<file path="config.mk">
export PLATFORM = sky130hd
export DESIGN_NAME = chess_clock_player_px
export DESIGN_NICKNAME = d
export VERILOG_FILES = /design/src/rtl/chess_clock_pkg.sv /design/src/rtl/chess_bcd_digit.sv /design/src/rtl/chess_clock_player_px.sv
export SDC_FILE = /design/constraint.sdc
export NUM_CORES = 1
export LEC_CHECK = 0
export BUFFER_PORTS_ARGS = -buffer_cell sky130_fd_sc_hd__buf_2
export CORE_MARGIN = 2
export CORE_UTILIZATION = 48
export CTS_BUF_LIST = sky130_fd_sc_hd__clkbuf_2
export CTS_CLUSTER_DIAMETER = 50
export CTS_CLUSTER_SIZE = 30
export DETAILED_ROUTE_END_ITERATION = 8
export PLACE_DENSITY = 0.75
export SETUP_SLACK_MARGIN = 0.02
export SYNTH_ARGS = -nofsm -noshare
export SYNTH_HDL_FRONTEND = slang
export SYNTH_HIERARCHICAL = 1
export SYNTH_SLANG_ARGS = --single-unit
</file>
<file path="constraint.sdc">
create_clock -name i_clk -period 11.8 [get_ports i_clk]
set_input_delay 1.77 -clock i_clk [delete_from_list [all_inputs] [get_ports i_clk]]
set_output_delay 1.77 -clock i_clk [all_outputs]
set_load 0.05 [all_outputs]
</file>
<file path="src/rtl/chess_clock_pkg.sv">
// Shared types and constants for the chess clock player block.
package chess_clock_pkg;

  typedef logic [3:0] bcd_digit_t;

  typedef enum logic [1:0] {
    ST_IDLE,
    ST_RUN,
    ST_DELAY,
    ST_FLAG
  } state_e;

  localparam string MODE_PLAIN   = "plain";
  localparam string MODE_FISCHER = "fischer";
  localparam string MODE_DELAY   = "delay";

  localparam string FMT_DEC    = "dec";
  localparam string FMT_MINSEC = "minsec";

  // In "minsec" the tens-of-seconds digit (index 1) only spans 0..5.
  function automatic bcd_digit_t digit_max(input int unsigned idx, input bit minsec);
    return (minsec && idx == 1) ? 4'd5 : 4'd9;
  endfunction

endpackage

</file>
<file path="src/rtl/chess_bcd_digit.sv">
// One BCD digit adder/subtractor with carry/borrow, for an arbitrary base up to 10.
module chess_bcd_digit
  import chess_clock_pkg::*;
#(
  parameter int unsigned p_base = 10
) (
  input  bcd_digit_t i_digit,
  input  bcd_digit_t i_operand,
  input  logic       i_sub,
  input  logic       i_cin,
  output bcd_digit_t o_digit,
  output logic       o_cout
);

  logic [4:0] sum;
  logic [4:0] diff;

  always_comb begin
    sum     = {1'b0, i_digit} + {1'b0, i_operand} + {4'b0, i_cin};
    diff    = {1'b0, i_digit} - {1'b0, i_operand} - {4'b0, i_cin};
    o_digit = '0;
    o_cout  = 1'b0;
    if (i_sub) begin
      if (diff[4]) begin
        o_digit = bcd_digit_t'(diff + 5'(p_base));
        o_cout  = 1'b1;
      end else begin
        o_digit = diff[3:0];
      end
    end else begin
      if (sum >= 5'(p_base)) begin
        o_digit = bcd_digit_t'(sum - 5'(p_base));
        o_cout  = 1'b1;
      end else begin
        o_digit = sum[3:0];
      end
    end
  end

endmodule

</file>
<file path="src/rtl/chess_clock_player_px.sv">
// One player's side of a chess clock: BCD countdown with plain, Fischer or delay timing.
module chess_clock_player_px
  import chess_clock_pkg::*;
#(
  parameter int unsigned p_divider = 50_000_000,
  parameter int unsigned p_digits  = 4,
  parameter string       p_format  = "minsec",
  parameter string       p_mode    = "fischer",
  parameter int unsigned p_bonus   = 5
) (
  input  logic                      i_clk,
  input  logic                      i_rst,
  input  logic                      i_restart,
  input  logic [p_digits-1:0][3:0]  i_init,
  input  logic                      i_run,
  input  logic                      i_turn_end,
  output logic [p_digits-1:0][3:0]  o_value,
  output logic                      o_zero,
  output logic                      o_running
);

  localparam bit          lp_minsec  = (p_format == FMT_MINSEC);
  localparam bit          lp_fischer = (p_mode == MODE_FISCHER);
  localparam bit          lp_delay   = (p_mode == MODE_DELAY);
  localparam int unsigned lp_pw      = (p_divider > 1) ? $clog2(p_divider) : 1;
  localparam logic [lp_pw-1:0] lp_last  = lp_pw'(p_divider - 1);
  localparam logic [5:0]       lp_bonus = 6'(p_bonus);

  state_e                     state_q, state_d;
  logic [p_digits-1:0][3:0]   value_q, value_d;
  logic [lp_pw-1:0]           presc_q, presc_d;
  logic [5:0]                 dly_q, dly_d;
  logic                       zero_q, zero_d;
  logic                       running_q, running_d;

  logic [p_digits-1:0][3:0]   init_cl;
  logic [p_digits-1:0][3:0]   all_max;
  logic [p_digits-1:0][3:0]   alu_res;
  logic [p_digits:0]          carry;
  logic                       alu_sub;
  logic                       active;
  logic                       tick;

  always_comb begin
    init_cl = '0;
    all_max = '0;
    for (int unsigned i = 0; i < p_digits; i++) begin
      all_max[i] = digit_max(i, lp_minsec);
      init_cl[i] = (i_init[i] > all_max[i]) ? all_max[i] : i_init[i];
    end
  end

  // A single digit chain serves both the per-second decrement and the Fischer add.
  assign alu_sub  = !(lp_fischer && i_turn_end);
  assign carry[0] = alu_sub;

  for (genvar g = 0; g < p_digits; g++) begin : g_digit
    localparam int unsigned lp_base = (lp_minsec && g == 1) ? 6 : 10;
    localparam bcd_digit_t  lp_bon  = (g == 0) ? bcd_digit_t'(p_bonus % 10) :
                                      (g == 1) ? bcd_digit_t'(p_bonus / 10) : '0;
    bcd_digit_t operand;
    assign operand = alu_sub ? '0 : lp_bon;

    chess_bcd_digit #(
      .p_base(lp_base)
    ) u_digit (
      .i_digit   (value_q[g]),
      .i_operand (operand),
      .i_sub     (alu_sub),
      .i_cin     (carry[g]),
      .o_digit   (alu_res[g]),
      .o_cout    (carry[g+1])
    );
  end

  always_comb begin
    state_d = state_q;
    value_d = value_q;
    presc_d = presc_q;
    dly_d   = dly_q;
    active  = (state_q == ST_RUN) || (state_q == ST_DELAY);
    tick    = active && (presc_q == lp_last);

    if (i_restart) begin
      value_d = init_cl;
      presc_d = '0;
      dly_d   = '0;
      state_d = (init_cl == '0) ? ST_FLAG : ST_IDLE;
    end else begin
      if (i_turn_end) begin
        presc_d = '0;
      end else if (active) begin
        presc_d = tick ? '0 : presc_q + lp_pw'(1);
      end

      case (state_q)
        ST_IDLE: begin
          if (i_run) begin
            if (lp_delay && p_bonus > 0) begin
              state_d = ST_DELAY;
              dly_d   = lp_bonus;
            end else begin
              state_d = ST_RUN;
            end
          end
        end
        ST_RUN: begin
          if (!i_run) state_d = ST_IDLE;
        end
        ST_DELAY: begin
          if (tick && !i_turn_end) dly_d = dly_q - 6'd1;
          if (!i_run) begin
            state_d = ST_IDLE;
          end else if (tick && !i_turn_end && dly_q <= 6'd1) begin
            state_d = ST_RUN;
          end
        end
        default: state_d = ST_FLAG;
      endcase

      // Turn end outranks a coincident tick; reaching zero overrides any other transition.
      if (lp_fischer && i_turn_end && state_q != ST_FLAG) begin
        value_d = carry[p_digits] ? all_max : alu_res;
      end else if (tick && !i_turn_end && state_q == ST_RUN) begin
        value_d = alu_res;
        if (alu_res == '0) state_d = ST_FLAG;
      end
    end

    zero_d    = (state_d == ST_FLAG);
    running_d = (state_d == ST_RUN) || (state_d == ST_DELAY);
  end

  always_ff @(posedge i_clk) begin
    if (i_rst) begin
      state_q   <= (init_cl == '0) ? ST_FLAG : ST_IDLE;
      value_q   <= init_cl;
      presc_q   <= '0;
      dly_q     <= '0;
      zero_q    <= (init_cl == '0);
      running_q <= 1'b0;
    end else begin
      state_q   <= state_d;
      value_q   <= value_d;
      presc_q   <= presc_d;
      dly_q     <= dly_d;
      zero_q    <= zero_d;
      running_q <= running_d;
    end
  end

  assign o_value   = value_q;
  assign o_zero    = zero_q;
  assign o_running = running_q;

endmodule
</file>
# [Yosys cells after proc, flatten, opt, wreduce, memory -nomap -nowiden]
# Index checks and enable logic that the tools add are counted.
[totals] register_bits=52 latchBits=0 mem_bits_rw=0 romBits=0 in_bits=21 output_inout_bits=18 wordCells=107 mem_count=0
[classes] add_sub_neg=20 mul=0 div_mod_pow=0 magnitude_cmp=9 n_eq_ne=7 n_shift=0 mux=47 bitwise=0 n_reduce_logical=15
[op_table] operator="$mux W16" count=5
[op_table] operator="$mux W4" count=16
[op_table] operator="$logic_not A16 Y1" count=2
[op_table] operator="$add A26 B1 Y26 const B" count=1
[op_table] operator="$eq A26 B26 Y1 const B" count=1
[op_table] operator="$mux W26" count=1
[op_table] operator="$mux W2" count=10
[op_table] operator="$add A4 B1 Y5" count=3
[op_table] operator="$ge A5 B4 Y1 const B" count=3
[op_table] operator="$sub A4 B1 Y5" count=3
[op_table] operator="$mux W1" count=13
[op_table] operator="$add A4 B4 Y4 const B" count=3
[op_table] operator="$gt A4 B4 Y1 const B" count=3
[op_table] operator="$sub A4 B4 Y4 const B" count=3
[op_table] operator="$eq A2 B2 Y1 const B" count=3
[op_table] operator="$le A6 B1 Y1 const B" count=1
[op_table] operator="$pmux W2 S3" count=1
[op_table] operator="$sub A6 B1 Y6 const B" count=1
[op_table] operator="$add A4 B3 Y5" count=1
[op_table] operator="$add A5 B1 Y5" count=1
[op_table] operator="$ge A5 B3 Y1 const B" count=1
[op_table] operator="$logic_and A1 B1 Y1" count=5
[op_table] operator="$sub A4 B3 Y5" count=1
[op_table] operator="$sub A5 B1 Y5" count=1
[op_table] operator="other kinds (13)" count=15

# [Longest topological paths before layout]
[logic_depth] depth_word=25 mapped_depth=46

# [Hierarchy]
# Netlist, hierarchy kept.
[modules_own_cells] module="chess_clock_player_px" n_inst=1 cells_per_inst=286 area_per_inst_um2=2620.0 seq_area_each_um2=1201.2
[modules_own_cells] module="chess_bcd_digit (g_digit[2].u_digit ...)" n_inst=2 cells_per_inst=83 area_per_inst_um2=660.6 seq_area_each_um2=0.0
[modules_own_cells] module="chess_bcd_digit (g_digit[0].u_digit)" n_inst=1 cells_per_inst=67 area_per_inst_um2=589.3 seq_area_each_um2=0.0
[modules_own_cells] module="chess_bcd_digit (g_digit[1].u_digit)" n_inst=1 cells_per_inst=69 area_per_inst_um2=585.6 seq_area_each_um2=0.0

# [Worst setup path after synthesis]
# OpenSTA, ideal clock, no wires.
[synth_path] kind="in2reg" start="in i_turn_end" end="reg running_q, in the netlist o_running" setup_time_ps=114 arrival_ps=10770 setup_slack_ps=917 stages=44 path_buffers=0 path_cell_list="inv_1 > inv_1 > fa_1 > fa_1 > xnor2_2 > ha_1 > nand2b_1 > a221oi_2 > o22ai_1 > o2bb2a_4 > mux2i_1 > inv_1 > fa_1 > fa_1 > xor2_1 > nor2b_1 > nor2_1 > a22oi_1 > [8 not listed] > o21ai_1 > o31a_1 > inv_1 > fa_1 > fa_1 > xor2_1 > inv_1 > ha_1 > o21ai_1 > a2bb2o_4 > o41ai_2 > and3b_1 > or4_1 > nor4_1 > nand2_1 > a31oi_1 > ha_1 > nor2b_1"
[synth_rtl] element="from (decl)" line="chess_clock_player_px.sv:16" rtl="input logic i_turn_end,"
[synth_rtl] element="to (signal assigned)" line="chess_clock_player_px.sv:148" rtl="running_q <= running_d;"
[synth_rtl] element="to (decl)" line="chess_clock_player_px.sv:34" rtl="logic running_q, running_d;"

==> results.py <==
metrics = {
    "pwr": {
        "clock_power_share_pct": 12.9,
        "cellLeakagePower_nw": 2.36,
        "seqPwrFrac_pct": 23.4,
        "p_switching_w": 0.000414,
        "ir_worst_vdd_mv": 0.0743,
        "internal-power_w": 0.000509,
        "comb_power_share_pct": 63.7,
        "p_per_area_mw_per_mm2": 163,
        "power_switching_share_pct": 44.9,
    },
    "floorplan": {
        "initial_core_util_pct": 49.6,
        "num_rows": 37,
        "die_height_um": 107,
        "die_x_um": 107,
        "core_area_sq_mm": 0.0103,
        "ios": 39,
        "dieArea_sq_mm": 0.0115,
    },
    "logic_synthesis": {
        "synth_cell_types": 76,
        "ys_ff_latch": 52,
        "synth_top_flop_cell": "dfxtp_1",
        "synth_edf_count": 16,
        "synthTopCellsByArea": "dfxtp_1 14%, ha_1 12%, edfxtp_1 9.4%, fa_1 6.3%, xnor2_1 6.0%",
        "synth_area_sq_mm": 0.00512,
        "synthArstFlopShare_pct": 0,
        "synth_cells": 588,
        "synth_top_area_share_pct": 14.1,
        "yosysSeqAreaShare_pct": 23.5,
        "avgSynthCellArea_sq_um": 8.70,
        "ys_warn_count": 6,
        "yosysTopAreaCell": "dfxtp_1",
        "synthTopCellsByCount": "72 x nor2_1, 62 x inv_1, 51 x ha_1, 36 x dfxtp_1, 35 x xnor2_1",
        "synthMostInstantiatedCell": "nor2_1",
    },
    "sta": {
        "finClkSkew_ns": 0.0170,
        "rsz0062_at_grt": "false",
        "drv_slew": 0,
        "hold_violations": 0,
        "setup-violations-final": 0,
        "fmax_mhz": 89.3,
        "slew_headroom_pct": 41.6,
        "period_minus_slack_ns": 11.20,
        "finalCritPeriodShare_pct": 94.9,
        "tightest_slew_ns": 0.873,
    },
    "route": {
        "initialDrtViolationCount": 251,
        "routedWlPerCell_um": 14.6,
        "ant_nets": 0,
        "viasPerCell": 5.51,
        "num_vias": 4343,
        "wirelength_mm": 11.5,
        "firstDrtPassIters": 5,
        "drc_errors": 0,
    },
    "setup_path": {
        "rr_startpoint": "o_value[0]$_DFFE_PP_",
        "endpoint": "o_running$_SDFF_PP0_",
        "reg2reg_slack_ns": 1.59,
        "crit_required_ns": 12.19,
        "path_class": "primary input to flop",
        "cp_max_fo": 8,
        "slowest_stage": "or4_1",
        "crit_top_cell": "fa_1",
        "start_kind": "primary input",
        "r2r_end": "o_running$_SDFF_PP0_",
        "slowest_delay_ns": 0.54,
        "crit_path_end_kind": "flop",
        "critPathLaunch": "i_turn_end",
        "worst_ep_arrival_time_ns": 11.59,
        "r2r_cells": 43,
    },
    "clocking": {
        "cts_buffers": 5,
        "cts_tree": "yes",
        "cts_root_buffer": "clkbuf_2",
        "h-tree-depth": 2,
        "insertion_delay_ns": 0.44,
        "cts_hold_buf": 0,
        "clkSinkCount": 52,
        "clk_pin_slew_ns": 0.29,
        "cts_buffer_depth": 2,
    },
    "global_routing": {
        "grt_pass1_vias": 4162,
        "grt_max_degree": 42,
        "antenna_found_initial": 0,
        "grt_first_pass_wirelength_mm": 19.4,
        "grt_overflow": 0,
        "grtUsageTotal_pct": 20.6,
    },
    "cells_and_area": {
        "drive_gt1_share_pct": 13.8,
        "fin_util_pct": 54.8,
        "final_cells": 788,
        "areaGrowthSynthToFinish_pct": 10.5,
        "num_antenna_cells": 0,
        "nets": 739,
    },
    "placed_design": {
        "place.gp.congestion": 0.890,
        "dp_cells": 780,
        "port_buffers": 38,
        "hpwl_mm": 9.19,
    },
    "outcome": {
        "outcome": "complete, no violations",
    },
    "worst_hold_path": {
        "hold_class": "flop to flop",
    },
    "job": {
        "drv_cap": 0,
    },
}
-- final cells by class --
type,count,area [sq um]
Fill cell,944,4670
Multi-Input combinational cell,489,3740
Sequential cell,52,1200
Inverter,62,233
Timing Repair Buffer,41,213
Tap cell,136,170
Clock inverter,3,68.8
Clock buffer,5,25.0
-- cells by family (layout without fill, tap and decap cells) --
logic type | after synthesis | count (layout) | synth area share [%]
AND/OR/NAND/NOR | 225 | 225 | 24.0
AO/OA/AOI/OAI | 107 | 107 | 16.7
buffers and inverters | 74 | 111 | 5.92
adder cells (fa/ha/maj) | 67 | 67 | 18.7
XOR/XNOR | 52 | 52 | 9.05
flip-flops | 52 | 52 | 23.5
multiplexers | 10 | 10 | 2.13
other | 1 | 28 | 0.0733
-- cell usage in the layout, fill, tap and decap left out, drive strengths merged, types with 8 or more instances in the layout --
cell / netlist / layout
inv: 62 / 63
ha: 51 / 51
o21ai: 20 / 20
nand2b: 14 / 14
a31oi: 9 / 9
edfxtp: 16 / 16
nand4: 8 / 8
nand2: 26 / 26
nand3: 16 / 16
nor2: 72 / 72
xor2: 16 / 16
buf: 9 / 41
nor4: 13 / 13
nor2b: 8 / 8
dfxtp: 36 / 36
nor3: 17 / 17
a21oi: 19 / 19
and2: 8 / 8
conb: 1 / 28
xnor2: 36 / 36
fa: 16 / 16
-- metrics by stage --
stage	hold WS (ns)	worst slack [ns]	TNS, ns	cell area, sq um	total power (W)
2_1_floorplan	0.444	0.917	0	5220	0.000676
3_3_place_gp	0.464	0.331	0	5530	0.000769
3_5_place_dp	0.478	-0.103	-0.103	5530	0.000792
4_1_cts	0.505	0.383	0	5620	0.000914
5_1_grt	0.526	0.0595	0	5650	0.000996
6_report	0.508	0.603	0	5650	0.000922
-- sequential cells by signal, indices dropped and copies added, names as in the netlist --
signal and cells:
dly_q 6, o_zero 1, o_value 16, state_q 2
o_running 1, presc_q 26
-- worst min path at each step --
| stage | from | end | slack, ns | depth (start not counted) |
|---|---|---|---|---|
| after floorplan | dly_q[5]$_SDFFE_PP0P_ | dly_q[5]$_SDFFE_PP0P_ | 0.44 | 2 |
| after global placement | dly_q[5]$_SDFFE_PP0P_ | dly_q[5]$_SDFFE_PP0P_ | 0.46 | 2 |
| after detailed placement | dly_q[5]$_SDFFE_PP0P_ | dly_q[5]$_SDFFE_PP0P_ | 0.48 | 2 |
| after CTS | dly_q[5]$_SDFFE_PP0P_ | dly_q[5]$_SDFFE_PP0P_ | 0.50 | 2 |
| after global routing | dly_q[5]$_SDFFE_PP0P_ | dly_q[5]$_SDFFE_PP0P_ | 0.53 | 2 |
| final | dly_q[5]$_SDFFE_PP0P_ | dly_q[5]$_SDFFE_PP0P_ | 0.51 | 2 |
-- power groups by stage --
stage                     combinational (W)  sequential [W]  clock [W]
final                              0.000587        0.000216   0.000119
after global routing               0.000649        0.000218   0.000128
after CTS                          0.000575        0.000216   0.000122
after detailed placement           0.000572        0.000220          0
after global placement             0.000550        0.000219          0
after floorplan                    0.000423        0.000253          0
-- metal layers --
metal | up-vias | share of wire, % | track usage [%]
li1 | 2171 | - | -
met4 | 0 | 1.4 | 4.73
met2 | 95 | 49 | 36.3
met5 | - | 0 | 0
met1 | 2061 | 46 | 27.1
met3 | 16 | 3.3 | 2.31
-- critical path: cells and delay by family --
kind / cells / cell delay (ns)
AOI/OAI and AO/OA: 13 / 2.43
xor gates and xnor gates: 3 / 0.58
adders and majority gates: 12 / 4.18
buffers and inverters: 8 / 0.67
muxes: 1 / 0.21
and+or+nand+nor: 8 / 1.72
-- repair_timing --
action | CTS | global route
buffers inserted | 0 | 0
setup endpoints to repair | 0 | 2
hold endpoints to repair | 0 | 0
gates resized for setup | 0 | 5
No activity file was read; power rests on OpenSTA's default activity.
